==> src/rtl/program_loader_if.sv <==
// rtl/program_loader_if.sv - byte stream handshake between host source and program loader
interface program_loader_if;
  logic       byte_valid;
  logic [7:0] byte_data;
  logic       byte_ready;

  modport master (output byte_valid, output byte_data, input byte_ready);
  modport slave  (input byte_valid, input byte_data, output byte_ready);
endinterface

==> src/rtl/program_loader.sv <==
// rtl/program_loader.sv - assembles header-prefixed byte stream into instruction writes, then runs the processor
module program_loader #(
  parameter int WORD_W     = 23,
  parameter int RUN_CYCLES = 10
) (
  input  logic                clk,
  input  logic                reset,
  program_loader_if.slave     byte_s,
  input  logic                abort,
  output logic                write,
  output logic [WORD_W-1:0]   program_in,
  output logic                start,
  output logic                busy,
  output logic                done,
  output logic [7:0]          word_cnt,
  output logic                fmt_err
);

  localparam int RUN_W = (RUN_CYCLES > 1) ? $clog2(RUN_CYCLES) : 1;
  localparam logic [RUN_W-1:0] RUN_LAST = RUN_W'(RUN_CYCLES - 1);
  // Bits of the third byte that fall beyond the word width.
  localparam logic [7:0] HI_MASK = 8'hFF << (WORD_W - 16);

  typedef enum logic [1:0] {S_IDLE, S_RECV, S_WRITE, S_RUN} state_t;

  state_t             state_q, state_d;
  logic [1:0]         idx_q, idx_d;
  logic [15:0]        asm_q, asm_d;
  logic [7:0]         remaining_q, remaining_d;
  logic [RUN_W-1:0]   run_cnt_q, run_cnt_d;
  logic               write_q, write_d;
  logic               start_q, start_d;
  logic               done_q, done_d;
  logic [WORD_W-1:0]  program_in_q, program_in_d;
  logic [7:0]         word_cnt_q, word_cnt_d;
  logic               fmt_err_q, fmt_err_d;
  logic               accept;
  logic [23:0]        word_full;

  assign byte_s.byte_ready = ((state_q == S_IDLE) || (state_q == S_RECV)) && !abort;
  assign accept            = byte_s.byte_valid && byte_s.byte_ready;
  assign word_full         = {byte_s.byte_data, asm_q};

  always_comb begin
    state_d      = state_q;
    idx_d        = idx_q;
    asm_d        = asm_q;
    remaining_d  = remaining_q;
    run_cnt_d    = run_cnt_q;
    program_in_d = program_in_q;
    word_cnt_d   = word_cnt_q;
    fmt_err_d    = fmt_err_q;

    case (state_q)
      S_IDLE: begin
        if (accept) begin
          word_cnt_d = 8'd0;
          fmt_err_d  = 1'b0;
          idx_d      = 2'd0;
          if (byte_s.byte_data != 8'd0) begin
            state_d     = S_RECV;
            remaining_d = byte_s.byte_data;
          end else begin
            state_d   = S_RUN;
            run_cnt_d = '0;
          end
        end
      end
      S_RECV: begin
        if (accept) begin
          if (idx_q == 2'd2) begin
            state_d      = S_WRITE;
            idx_d        = 2'd0;
            program_in_d = word_full[WORD_W-1:0];
            fmt_err_d    = fmt_err_q | (|(byte_s.byte_data & HI_MASK));
          end else begin
            // Shift right so the first byte ends up in the low half.
            asm_d = {byte_s.byte_data, asm_q[15:8]};
            idx_d = idx_q + 2'd1;
          end
        end
      end
      S_WRITE: begin
        word_cnt_d  = (word_cnt_q == 8'hFF) ? word_cnt_q : word_cnt_q + 8'd1;
        remaining_d = remaining_q - 8'd1;
        if (remaining_q > 8'd1) begin
          state_d = S_RECV;
        end else begin
          state_d   = S_RUN;
          run_cnt_d = '0;
        end
      end
      S_RUN: begin
        if (run_cnt_q == RUN_LAST) begin
          state_d = S_IDLE;
        end else begin
          run_cnt_d = run_cnt_q + RUN_W'(1);
        end
      end
      default: state_d = S_IDLE;
    endcase

    if (abort) begin
      state_d      = S_IDLE;
      idx_d        = 2'd0;
      remaining_d  = 8'd0;
      run_cnt_d    = '0;
      program_in_d = program_in_q;
      word_cnt_d   = word_cnt_q;
      fmt_err_d    = fmt_err_q;
    end

    write_d = (state_d == S_WRITE);
    start_d = (state_d == S_RUN);
    done_d  = start_d && (run_cnt_d == RUN_LAST);
  end

  always_ff @(posedge clk or negedge reset) begin
    if (!reset) begin
      state_q      <= S_IDLE;
      idx_q        <= 2'd0;
      asm_q        <= 16'd0;
      remaining_q  <= 8'd0;
      run_cnt_q    <= '0;
      write_q      <= 1'b0;
      start_q      <= 1'b0;
      done_q       <= 1'b0;
      program_in_q <= '0;
      word_cnt_q   <= 8'd0;
      fmt_err_q    <= 1'b0;
    end else begin
      state_q      <= state_d;
      idx_q        <= idx_d;
      asm_q        <= asm_d;
      remaining_q  <= remaining_d;
      run_cnt_q    <= run_cnt_d;
      write_q      <= write_d;
      start_q      <= start_d;
      done_q       <= done_d;
      program_in_q <= program_in_d;
      word_cnt_q   <= word_cnt_d;
      fmt_err_q    <= fmt_err_d;
    end
  end

  assign write      = write_q;
  assign start      = start_q;
  assign done       = done_q;
  assign busy       = (state_q != S_IDLE);
  assign program_in = program_in_q;
  assign word_cnt   = word_cnt_q;
  assign fmt_err    = fmt_err_q;

endmodule

==> src/flat_wrapper.sv <==
// flat-port wrapper written by rule: the top's interface ports become plain ports
module program_loader_flat 
#(
  parameter int WORD_W     = 23,
  parameter int RUN_CYCLES = 10
)
  (clk, reset, abort, write, program_in, start, busy, done, word_cnt, fmt_err, byte_s_byte_valid, byte_s_byte_data, byte_s_byte_ready);
  program_loader_if byte_s_i ();
  input  logic clk;
  input  logic reset;
  input  logic abort;
  output logic write;
  output logic [WORD_W-1:0] program_in;
  output logic start;
  output logic busy;
  output logic done;
  output logic [7:0] word_cnt;
  output logic fmt_err;
  input wire logic [$bits(byte_s_i.byte_valid)-1:0] byte_s_byte_valid;
  input wire logic [$bits(byte_s_i.byte_data)-1:0] byte_s_byte_data;
  output wire logic [$bits(byte_s_i.byte_ready)-1:0] byte_s_byte_ready;
  assign byte_s_i.byte_valid = byte_s_byte_valid;
  assign byte_s_i.byte_data = byte_s_byte_data;
  assign byte_s_byte_ready = byte_s_i.byte_ready;
  program_loader #(.WORD_W(WORD_W), .RUN_CYCLES(RUN_CYCLES)) u_core (.clk(clk), .reset(reset), .byte_s(byte_s_i), .abort(abort), .write(write), .program_in(program_in), .start(start), .busy(busy), .done(done), .word_cnt(word_cnt), .fmt_err(fmt_err));
endmodule
==> config.mk <==
export PLATFORM = sky130hd
export DESIGN_NAME = program_loader_flat
export DESIGN_NICKNAME = d
export VERILOG_FILES = /design/src/rtl/program_loader_if.sv /design/src/rtl/program_loader.sv /design/src/flat_wrapper.sv
export SDC_FILE = /design/constraint.sdc
export NUM_CORES = 1
export LEC_CHECK = 0
export CORE_UTILIZATION = 49
export DETAILED_ROUTE_END_ITERATION = 6
export PLACE_DENSITY_LB_ADDON = 0.05
export SLEW_MARGIN = 20
export SYNTH_ARGS = -nofsm -noshare
export SYNTH_HDL_FRONTEND = slang
export SYNTH_SLANG_ARGS = --single-unit
==> constraint.sdc <==
create_clock -name clk -period 1.95 [get_ports clk]
set_input_delay 0.4875 -clock clk [delete_from_list [all_inputs] [get_ports clk]]
set_output_delay 0.4875 -clock clk [all_outputs]
set_load 0.02 [all_outputs]
### Word-level counts from Yosys, hierarchy flattened

Index checks and enable logic that the tools add are counted.

* shift operators: 0
* reduce and logical (&&, ||, !) cells: 18
* bitwise operators: 3
* magnitude comparators: 1
* divide/modulo/power cells: 0
* $mul: 0
* muxes and demuxes: 30
* equal/unequal tests: 16
* add/subtract/negate cells: 4

Operators with widths (count)
* 8-bit two-way mux: 5
* 8-bit case mux with 2 select lines: 2
* 2-bit two-way mux: 11
* 4-bit two-way mux: 5
* 4-bit case mux with 3 select lines: 1
* 2-bit == test, second input constant: 5
* 3-bit AND reduction: 3
* 8-bit by 1-bit adder with 8-bit output, second input constant: 1
* 4-bit == test, second input constant: 2
* 8-bit == test, second input constant: 1
* 8-bit by 1-bit greater-than comparator with 1-bit output, second input constant: 1
* 2-bit case mux with 4 select lines: 1
* 4-bit AND reduction: 2
* 8-bit nonzero test: 1
* 8-bit by 1-bit subtractor with 8-bit output, second input constant: 1
* 3-bit by 2-bit != test with 1-bit output, second input constant: 2
* 2-bit nonzero test: 3
* 3-bit nonzero test: 2
* 5-bit AND reduction: 1
* 4-bit by 1-bit adder with 4-bit output, second input constant: 1
* 2-bit by 1-bit != test with 1-bit output, second input constant: 2
* 2-bit != test, second input constant: 2
* 2-bit case mux with 2 select lines: 1
* 1-bit logical AND: 3
* 10 further kinds: 13

* input bits: 12
* flip-flop bits (word level): 67
* memories kept: 0
* logic and storage cells: 83
* bits in writable memories: 0
* latch bits: 0
* output and inout port bits: 37
* memory bits (read-only): 0

### Logic depth before layout (Yosys ltp)

* depth after elaboration: 9
* depth in mapped cells: 8
* mapped depth without buffers: 7

### Least setup slack after synthesis

No wires, ideal clock.

* kind: input -> register
* start point: input port byte_s_byte_data[5]
* end point: register u_core.done_q (netlist: u_core.done)
* required time: 1.830 ns
* stages: 5
* data arrival time: 1.800 ns
* slack: 0.030 ns
* buffers on the path: 0
* path through: or4_1 nor3_2 o21ai_2 a32o_2 and4_1

* cells in the longest elaborated chain, start to end: 7
* elaborated cells on any way between the ends: 12

Ends and longest elaborated chain
* from (decl): line flat_wrapper.sv:20 `input wire logic [$bits(byte_s_i.byte_data)-1:0] byte_s_byte_data;`
* 8-bit nonzero test: line program_loader.sv:60 `if (byte_s.byte_data != 8'd0) begin`
* 4-bit two-way mux: line program_loader.sv:60
* 4-bit two-way mux: line program_loader.sv:56 `if (accept) begin`
* 4-bit case mux with 3 select lines: line program_loader.sv:54 `case (state_q)`
* 4-bit two-way mux: line program_loader.sv:103 `if (abort) begin`
* named net u_core.run_cnt_d[3]: line program_loader.sv:30 `logic [RUN_W-1:0] run_cnt_q, run_cnt_d;`
* 4-bit == test: line program_loader.sv:115 `done_d = start_d && (run_cnt_d == RUN_LAST);`
* 1-bit logical AND: line program_loader.sv:115
* named net u_core.done_d: line program_loader.sv:33 `logic done_q, done_d;`
* to (signal assigned): line program_loader.sv:139 `done_q <= done_d;`
* to (decl): line program_loader.sv:33

The timed path passes the listed nets, and every way through them passes these cells.
A chain may end at the register's enable or synchronous reset.

### Final worst setup path

* start point: input port byte_s_byte_data[2]
* end point: register u_core.done_q (netlist: u_core.done)

Same word-level chain as after synthesis.

==> impl_metrics.json <==
{
  "area_growth_pct": 35.64,
  "syn-mean-instance-area_um2": 9.875,
  "grt_pass1_vias": 2548,
  "final_common_cell": "nand2_1",
  "synth_edf_count": 0,
  "cts_buffers": 9,
  "syn_inst": 326,
  "final_cell_mix": "86 x nand2_1, 66 x dfrtp_1, 39 x buf_4",
  "first_pass_iters": 6,
  "n_fill_cell": 503,
  "coreArea_um2": 6350,
  "finalSetupViolations": 1,
  "cts_tree": "yes",
  "period_share": 1.006,
  "dpl_cell_area_um2": 4023,
  "dieArea_um2": 6898,
  "start_kind": "primary input",
  "violations": "negative setup slack",
  "portBuffers": 48,
  "hold_violations": 0,
  "start_util": 0.5070,
  "ant_nets": 0,
  "clock_latency_ps": 350,
  "synth_top_area_frac": 0.5208,
  "clk_pin_slew_ps": 80,
  "grt_pass1_wl_um": 12480,
  "dp_hpwl_um": 5201,
  "holdWs_ps": 148.4,
  "cts.sinks": 67,
  "max_freq_mhz": 509.6,
  "drive_gt1_frac": 0.2267,
  "rsz0062_at_grt": "true",
  "num_io_pins": 49,
  "wl_per_cell_um": 15.25,
  "crit_arrival_ps": 2210,
  "globalplace.congestion": 0.8523,
  "nNetsFinal": 431,
  "drv_slew": 0,
  "worst_slew_pin_slew_ps": 557.5,
  "dieWidth_um": 83.06,
  "remaining_drc_errors": 0,
  "async_flop_share": 1.000,
  "maxSlewHeadroom": 0.6283,
  "fp.dieH_um": 83.06,
  "status": "complete, but fails checks",
  "cp-end-kind": "register",
  "skew_ps": 10.88,
  "synth_area_leaders": "dfrtp_1 52%, nand2_1 10%, mux2_2 5.2%",
  "root_buffer": "clkbuf_8",
  "drt-initial-drc-count": 212,
  "antenna_found_initial": 0,
  "design_area_um2": 4367,
  "yosys.area.top_type": "dfrtp_1",
  "critPathKind": "in -> reg",
  "power_density_nw_per_um2": 787.9,
  "grt_max_degree": 68,
  "diodes": 0,
  "drv_cap": 0,
  "routed_wl_um": 7563,
  "gr-total-overflow": 0,
  "holdCritPathClass": "in -> async",
  "clockBufferDepth": 2,
  "irDropWorstVdd_mv": 0.4410,
  "synth_area_um2": 3219,
  "hold_buffers": 0,
  "worstPathMaxFanout": 3,
  "yosysWarningCount": 0,
  "grt.total_usage": 0.2313,
  "r2r-end": "u_core.done",
  "fin_crit_ps": 1962,
  "syn-num-nets": 343,
  "vias_per_cell": 5.490,
  "reg2reg_depth": 5,
  "vias": 2723,
  "synth_seq_area_share": 0.5208,
  "required_ps": 2190,
  "ys.flop_type": "dfrtp_1",
  "p_leak_nw": 2.108,
  "reg2reg_from": "u_core.remaining_q[7]",
  "reg2reg_slack_ps": 30,
  "row_count": 29,
  "synth.distinct_cells": 53,
  "worst_slack_ps": -12.43,
  "ys_ff_latch": 67,
  "htreeDepth": 3
}
[cell usage after synthesis (all sizes together), types with 3 or more instances]
| cell | count |
|---|---|
| a21oi | 16 |
| a41oi | 4 |
| and3 | 6 |
| clkbuf | 12 |
| dfrtp | 67 |
| ha | 5 |
| inv | 12 |
| mux2 | 15 |
| mux2i | 3 |
| nand2 | 86 |
| nand2b | 5 |
| nand3 | 3 |
| nor2 | 20 |
| nor3 | 6 |
| nor3b | 3 |
| o21ai | 11 |
| o22ai | 6 |
| o2bb2ai | 4 |
| or4 | 3 |
[layout make-up]
cell class	instances	area, um^2	share of cell area
Sequential cell	67	1678	0.3842
Multi-Input combinational cell	232	1466	0.3358
Clock inverter	4	97.59	0.02235
Clock buffer	12	145.1	0.03324
Tap cell	77	96.34	0.02206
Timing Repair Buffer	91	834.6	0.1911
Inverter	13	48.80	0.01117
[critical path, cell delays in order]
cell and delay [ps]:
clkdlybuf4s50_1 450, or4_4 500, o31ai_4 350, a41oi_1 220, and4_1 190
[through the flow]
stage                     instances    util  TNS (ps)  setup slack [ps]  power (W)
after floorplan                 326       -         0             29.53   0.001828
after detailed placement        478  0.6335     -9315            -578.4   0.002031
after global placement          478  0.6335     -8588            -541.6   0.002017
after global routing            496  0.6877    -78.67            -78.67   0.003586
after CTS                       495  0.6780         0             8.184   0.003459
final                           496  0.6877    -12.43            -12.43   0.003441
[metal layers]
layer,vias to the layer above,GRT usage,part of all wire
met5,-,0,0
met3,9,0.05567,0.040
met4,0,0.07053,0.011
met2,72,0.3674,0.49
li1,1312,-,-
met1,1330,0.3158,0.46
[report_power, final]
part / internal [W] / switching (W) / leakage (nW)
Sequential: 0.00152 / 0.0000842 / 0.898
Combinational: 0.000224 / 0.000194 / 1.09
Clock: 0.000886 / 0.000535 / 0.117
Total: 0.00263 / 0.000814 / 2.11
[cells by family after synthesis]
logic type	after synthesis	share of synthesized area
simple gates	147	0.2114
compound gates	61	0.1372
flops	67	0.5208
mux	18	0.06180
buf+inv	27	0.04663
xor+xnor	1	0.002721
fa+ha+maj	5	0.01943
[worst max path at each step]
stage / startpoint / to / slack (ps) / cells after the start
2_1_floorplan: byte_s_byte_data[5] / u_core.done / 30 / 5
3_3_place_gp: byte_s_byte_data[5] / u_core.done / -540 / 6
3_5_place_dp: byte_s_byte_data[5] / u_core.done / -580 / 6
4_1_cts: byte_s_byte_data[2] / u_core.done / 8 / 6
5_1_grt: byte_s_byte_data[2] / u_core.done / -80 / 6
6_report: byte_s_byte_data[2] / u_core.done / -10 / 5
[repair_timing]
item / in CTS / in global routing
setup endpoints to repair: 12 / 19
endpoints found under the hold margin: 0 / 0
resized for setup: 16 / 13
pin swaps: 9 / 3
setup buffers: 1 / 1
[state kept, by name, indices dropped and copies added, names as in the netlist]
signal	flops
u_core.fmt_err	1
u_core.word_cnt	8
u_core.run_cnt_q	4
u_core.start	1
u_core.state_q	2
u_core.remaining_q	8
u_core.write	1
u_core.idx_q	2
u_core.done	1
u_core.asm_q	16
u_core.program_in	23
(Power assumes the default switching activity.)
